### config.mk
export PLATFORM = sky130hd
export DESIGN_NAME = fetch_sequencer
export DESIGN_NICKNAME = d
export VERILOG_FILES = /design/src/rtl/fetch_ctrl_pkg.sv /design/src/rtl/fetch_wait_timer.sv /design/src/rtl/fetch_sequencer.sv
export SDC_FILE = /design/constraint.sdc
export NUM_CORES = 1
export LEC_CHECK = 0
export ABC_AREA = 1
export CAP_MARGIN = 0
export CORE_ASPECT_RATIO = 0.6
export CORE_MARGIN = 4
export CORE_UTILIZATION = 30
export DETAILED_ROUTE_END_ITERATION = 10
export PLACE_DENSITY = 0.76
export SYNTH_ARGS = -nofsm -noshare
export SYNTH_HDL_FRONTEND = slang
export SYNTH_SLANG_ARGS = --single-unit
### constraint.sdc
create_clock -name clk -period 1.1 [get_ports clk]
set_input_delay 0.11 -clock clk [delete_from_list [all_inputs] [get_ports clk]]
set_output_delay 0.11 -clock clk [all_outputs]
set_load 0.1 [all_outputs]
### src/rtl/fetch_ctrl_pkg.sv
// Shared IF-stage control definitions: FSM state encoding and the
// one-hot {JR,J,Z} PC-source select codes. ID control and the PC mux use these too.
package fetch_ctrl_pkg;

  typedef logic [2:0] pc_sel_t;

  // FSM state encoding (legacy-compatible constants)
  localparam logic [1:0] S_IDLE  = 2'd0;
  localparam logic [1:0] S_FETCH = 2'd1;
  localparam logic [1:0] S_ABORT = 2'd2;

  // PC mux select, one-hot {JR,J,Z}; all-zero selects PC+4
  localparam pc_sel_t PC_SEL_NEXT = 3'b000;
  localparam pc_sel_t PC_SEL_BR   = 3'b001;
  localparam pc_sel_t PC_SEL_J    = 3'b010;
  localparam pc_sel_t PC_SEL_JR   = 3'b100;

  // Resolve simultaneous redirect requests: jr > jump > branch_taken
  function automatic pc_sel_t redirect_sel(input logic jr, input logic jump,
                                           input logic branch_taken);
    pc_sel_t sel;
    sel = PC_SEL_NEXT;
    if (jr)                sel = PC_SEL_JR;
    else if (jump)         sel = PC_SEL_J;
    else if (branch_taken) sel = PC_SEL_BR;
    return sel;
  endfunction

endpackage

### src/rtl/fetch_wait_timer.sv
// Counts consecutive cycles spent waiting on the instruction memory.
// expired pulses on the wait cycle that brings the count to TIMEOUT_CYC.
module fetch_wait_timer #(
  parameter int TIMEOUT_CYC = 64
) (
  input  logic clk,
  input  logic reset,
  input  logic clr,
  input  logic inc,
  output logic expired
);

  localparam int W = $clog2(TIMEOUT_CYC + 1);
  localparam logic [W-1:0] LAST = W'(TIMEOUT_CYC - 1);

  logic [W-1:0] count_reg;

  // Wait-cycle counter; clear dominates increment
  always_ff @(posedge clk) begin
    if (reset || clr) count_reg <= '0;
    else if (inc)     count_reg <= count_reg + 1'b1;
  end

  assign expired = inc & ~clr & (count_reg == LAST);

endmodule

### src/rtl/fetch_sequencer.sv
// IF-stage control FSM: PC source select, PC / IF-ID enables, fetch handshake
// with a multi-cycle instruction memory, redirect abort and wait-timeout retry.
// Optional perf counters are built when FETCH_PERF_CNT_EN is defined.
module fetch_sequencer
  import fetch_ctrl_pkg::*;
#(
  parameter int TIMEOUT_CYC = 64,
  parameter int CNT_W       = 32
) (
  input  logic             clk,
  input  logic             reset,
  input  logic             stall,
  input  logic             branch_taken,
  input  logic             jump,
  input  logic             jr,
  output logic             mem_req,
  input  logic             mem_ready,
  output logic [2:0]       pc_sel,
  output logic             pc_write,
  output logic             ifid_write,
  output logic             ifid_flush,
  output logic             fetch_valid,
  output logic             mem_timeout,
  output logic [CNT_W-1:0] stall_cnt,
  output logic [CNT_W-1:0] redirect_cnt
);

  logic [1:0] state_reg, state_next;
  logic       mem_timeout_reg;
  logic       redir;
  logic       fetching;
  logic       timer_expired;

  // A stalled ID stage re-presents its redirect later, so stall masks it here
  assign redir    = ~stall & (jr | jump | branch_taken);
  assign fetching = (state_reg == S_FETCH);
  assign mem_req  = fetching;

  // Wait timer runs only while an issued request is outstanding
  fetch_wait_timer #(.TIMEOUT_CYC(TIMEOUT_CYC)) u_wait_timer (
    .clk     (clk),
    .reset   (reset),
    .clr     (~fetching | mem_ready | redir),
    .inc     (fetching & ~mem_ready),
    .expired (timer_expired)
  );

  // Datapath strobes; a redirect flushes IF/ID and discards any returning word
  always_comb begin
    pc_sel      = PC_SEL_NEXT;
    pc_write    = 1'b0;
    ifid_write  = 1'b0;
    ifid_flush  = 1'b0;
    fetch_valid = 1'b0;
    if (!reset) begin
      if (redir) begin
        pc_sel     = redirect_sel(jr, jump, branch_taken);
        pc_write   = 1'b1;
        ifid_write = 1'b1;
        ifid_flush = 1'b1;
      end else if (fetching && mem_ready && !stall) begin
        fetch_valid = 1'b1;
        pc_write    = 1'b1;
        ifid_write  = 1'b1;
      end
    end
  end

  // Abort only when a request is still in flight (redirect without data, or timeout)
  always_comb begin
    state_next = S_FETCH;
    if (fetching && ((redir && !mem_ready) || timer_expired))
      state_next = S_ABORT;
  end

  // State register and sticky timeout flag
  always_ff @(posedge clk) begin
    if (reset) begin
      state_reg       <= S_IDLE;
      mem_timeout_reg <= 1'b0;
    end else begin
      state_reg <= state_next;
      if (timer_expired) mem_timeout_reg <= 1'b1;
    end
  end

  assign mem_timeout = mem_timeout_reg;

`ifdef FETCH_PERF_CNT_EN
  logic [CNT_W-1:0] stall_cnt_reg, redirect_cnt_reg;

  // Free-running wrap-around perf counters
  always_ff @(posedge clk) begin
    if (reset) begin
      stall_cnt_reg    <= '0;
      redirect_cnt_reg <= '0;
    end else begin
      if (stall && fetching) stall_cnt_reg    <= stall_cnt_reg + 1'b1;
      if (redir)             redirect_cnt_reg <= redirect_cnt_reg + 1'b1;
    end
  end

  assign stall_cnt    = stall_cnt_reg;
  assign redirect_cnt = redirect_cnt_reg;
`else
  assign stall_cnt    = '0;
  assign redirect_cnt = '0;
`endif

endmodule
==> results_dict.tcl <==
set metrics [dict create \
    synth_top_area_share_pct 46.7 \
    holdCritStartpoint "reset" \
    arrival_ns 1.17 \
    post-synth-top-area-cell "buf_4" \
    antenna_found_initial 0 \
    period_minus_slack_ns 1.28 \
    synthTopCellsByArea "buf_4 47%, dfxtp_1 19%, nand2_1 8.6%" \
    cts-root-buf "clkbuf_8" \
    post_synth_num_cell_types 17 \
    crit_family "simple AND/OR/NAND/NOR gates" \
    yosysSeqAreaShare_pct 19.1 \
    fill_cells 317 \
    cts.reportedPaths.clkPinSlew_ns 0.05 \
    switchingPower_w 0.00133 \
    gp_congestion 0.780 \
    initial_core_util_pct 31.7 \
    grt_pass1_wl_um 2940 \
    antenna_cells 0 \
    io_pins 80 \
    port_buffers 15 \
    dp.cells 225 \
    synth_seq_cells 10 \
    cp_slowest_stage_delay_ns 0.33 \
    r2r_slack_ns 0 \
    cp_cell_sequence "inv_2, nor2_4, nand3_4, nor2_4, buf_12" \
    setup_viol 4 \
    r2r_cells 7 \
    syn_area_sq_mm 0.00105 \
    worst-setup-path-type "reg2out" \
    die_area_sq_mm 0.00453 \
    clockPowerShare_pct 21.7 \
    htreeDepth 1 \
    ant_nets 0 \
    async_reset_ff_share_pct 0 \
    detailed_place.area_sq_mm 0.00130 \
    pre_cts_ws_ns -0.322 \
    ys_warn_count 0 \
    setup_ws_ns -0.175 \
    ctsHoldBuffers 0 \
    avgRoutedWirePerCell_um 9.53 \
    min_path_type "in2reg" \
    wl_um 2260 \
    power_density_mw_per_mm2 1460 \
    p_int_w 0.000838 \
    finalMaxSlewViolations 0 \
    synth_ff_type "dfxtp_1" \
    postSynthCellCount 153 \
    violations "negative setup slack" \
    crit_path_frequent_cell "nor2_4" \
    period_share_pct 116 \
    grt_usage_pct 8.57 \
    rows 16 \
    cts_tree "done" \
    cp-start-kind "flop" \
    cap_violations 0 \
    critPathMaxFanout 2 \
    dp_hpwl_um 1780 \
    clk_path_buf_depth 2 \
    viasPerCell 3.32 \
    cp.required_ns 0.99 \
    final_area_sq_mm 0.00148 \
    leakage_nw 0.718 \
    grt_overflow 0 \
    worstReg2RegStart "state_reg[0]" \
    ys_top_cells_by_count "65 x buf_4, 24 x nand2_1, 16 x nor2_1" \
    largest_reg_flops 7 \
    hold_viol 0 \
    hold-path-cell-count 2 \
    endpoint_kind "primary output" \
    drc_errors 0 \
    rsz0062_at_grt "yes" \
    clock_skew_ns 0.00242 \
    area_growth_pct 41.7 \
    firstDrtPassIters 4 \
    switching_share_pct 61.3 \
    yosysMostFrequentCell "buf_4" \
    first_iter_violations 16 \
    drive_gt1_share_pct 38.5 \
    vias 787 \
    hold_end "state_reg[0]" \
    vdd_drop_max_uv 666 \
    tns_ns -0.641 \
    syn_area_per_cell_sq_um 6.84 \
    seq_power_share_pct 17.2 \
    die_h_um 53.7 \
    reg2reg_to "u_wait_timer.count_reg[4]" \
    design.core.area_sq_mm 0.00330 \
    instances_no_fill 237 \
    cts_buffers 3 \
    cpMaxStageDelayCell "dfxtp_2" \
    die_w_um 84.2 \
    finalNetCount 201 \
    status "finished with violations" \
    grt_max_degree 7 \
    first_global_vias 648 \
    timing.fmax_mhz 784 \
    synth_edf_count 0 \
    comb_power_share_pct 61.1 \
    clk_latency_ns 0.24 \
    cts_sinks 10 \
    cp_num_buf_inv 2 \
]
[logic make-up after synthesis]
family,Yosys count,synth area share (%)
and+or+nand+nor,53,23.6
DFF,10,19.1
buffers and inverters,81,52.4
other,1,0.359
adders and majority gates,1,1.20
AOI/OAI and AO/OA,7,3.35
[layout by cell type (no fill, tap or decap)]
cell type,Yosys,layout
buf_4,65,17
nand3_1,7,5
nand3_4,0,1
clkbuf_2,0,4
a21oi_2,0,1
nor2_1,16,11
dfxtp_2,0,5
inv_2,1,4
clkbuf_8,0,4
dfxtp_1,10,5
nor2_4,1,7
clkinvlp_4,0,2
nand2_1,24,17
nor2_8,1,1
inv_4,0,1
nand2_8,0,2
buf_6,0,5
nand3_2,0,1
o21ai_1,0,1
nand2_2,1,4
nor4_4,0,1
clkdlybuf4s50_1,0,1
buf_12,0,10
a21oi_1,6,5
nand2_4,1,3
inv_1,15,9
conb_1,1,64
ha_4,0,1
[worst reg2reg max path, cell delays in order (launching register included)]
cell and delay (ns):
dfxtp_2 0.33, buf_4 0.11, nand2_4 0.06, nor2_8 0.16, nand2_4 0.08, nor2_4 0.14
nand2_1 0.06, nor2_1 0.08
[layout make-up]
type	instances	area [sq um]	area share, %
flip-flops and latches	10	206	13.9
inverters	16	70.1	4.73
well taps	45	56.3	3.80
repair buffers	37	414	27.9
clock buffers	4	55.1	3.71
multi-input cells	125	681	45.9
[metal layers]
| layer | share of wire [%] | GRT usage [%] | wire length (um) |
|---|---|---|---|
| met3 | 5.3 | 2.45 | 119 |
| met4 | 0.97 | 4.28 | 22 |
| met1 | 42 | 11.9 | 938 |
| met5 | 0 | 0 | 0 |
| met2 | 52 | 12.0 | 1180 |
[stage by stage]
stage | hold slack [ns] | util [%] | total power [W]
final | 0.0217 | 44.9 | 0.00216
after detailed placement | 0.484 | 39.4 | 0.00165
after global routing | 0.0175 | 44.9 | 0.00223
after CTS | 0.154 | 43.0 | 0.00215
after floorplan | 0.172 | - | 0.00169
after global placement | 0.490 | 39.4 | 0.00165
[worst max path at each step]
stage | startpoint | endpoint | slack [ns] | cells past startpoint
after floorplan | state_reg[0] | fetch_valid | -0.64 | 4
after global placement | reset | ifid_flush | -0.29 | 7
after detailed placement | reset | ifid_flush | -0.32 | 7
after CTS | state_reg[0] | fetch_valid | -0.18 | 5
after global routing | state_reg[0] | fetch_valid | -0.23 | 5
final | state_reg[0] | fetch_valid | -0.18 | 5
[timing repair]
| item | 4_1_cts | 5_1_grt |
|---|---|---|
| setup buffers | 4 | 4 |
| setup endpoints to repair | 16 | 17 |
| resized for setup | 22 | 21 |
| pin swaps | 10 | 10 |
| endpoints found under the hold margin | 0 | 0 |
[power groups by stage]
stage / sequential [W] / combinational [W] / clock [W]
finish: 0.000373 / 0.00132 / 0.000470
global route: 0.000373 / 0.00135 / 0.000509
CTS: 0.000372 / 0.00129 / 0.000488
detailed placement: 0.000380 / 0.00127 / 0
global placement: 0.000379 / 0.00127 / 0
floorplan: 0.000379 / 0.00132 / 0
Note: power is estimated with default switching activity, not from simulation.
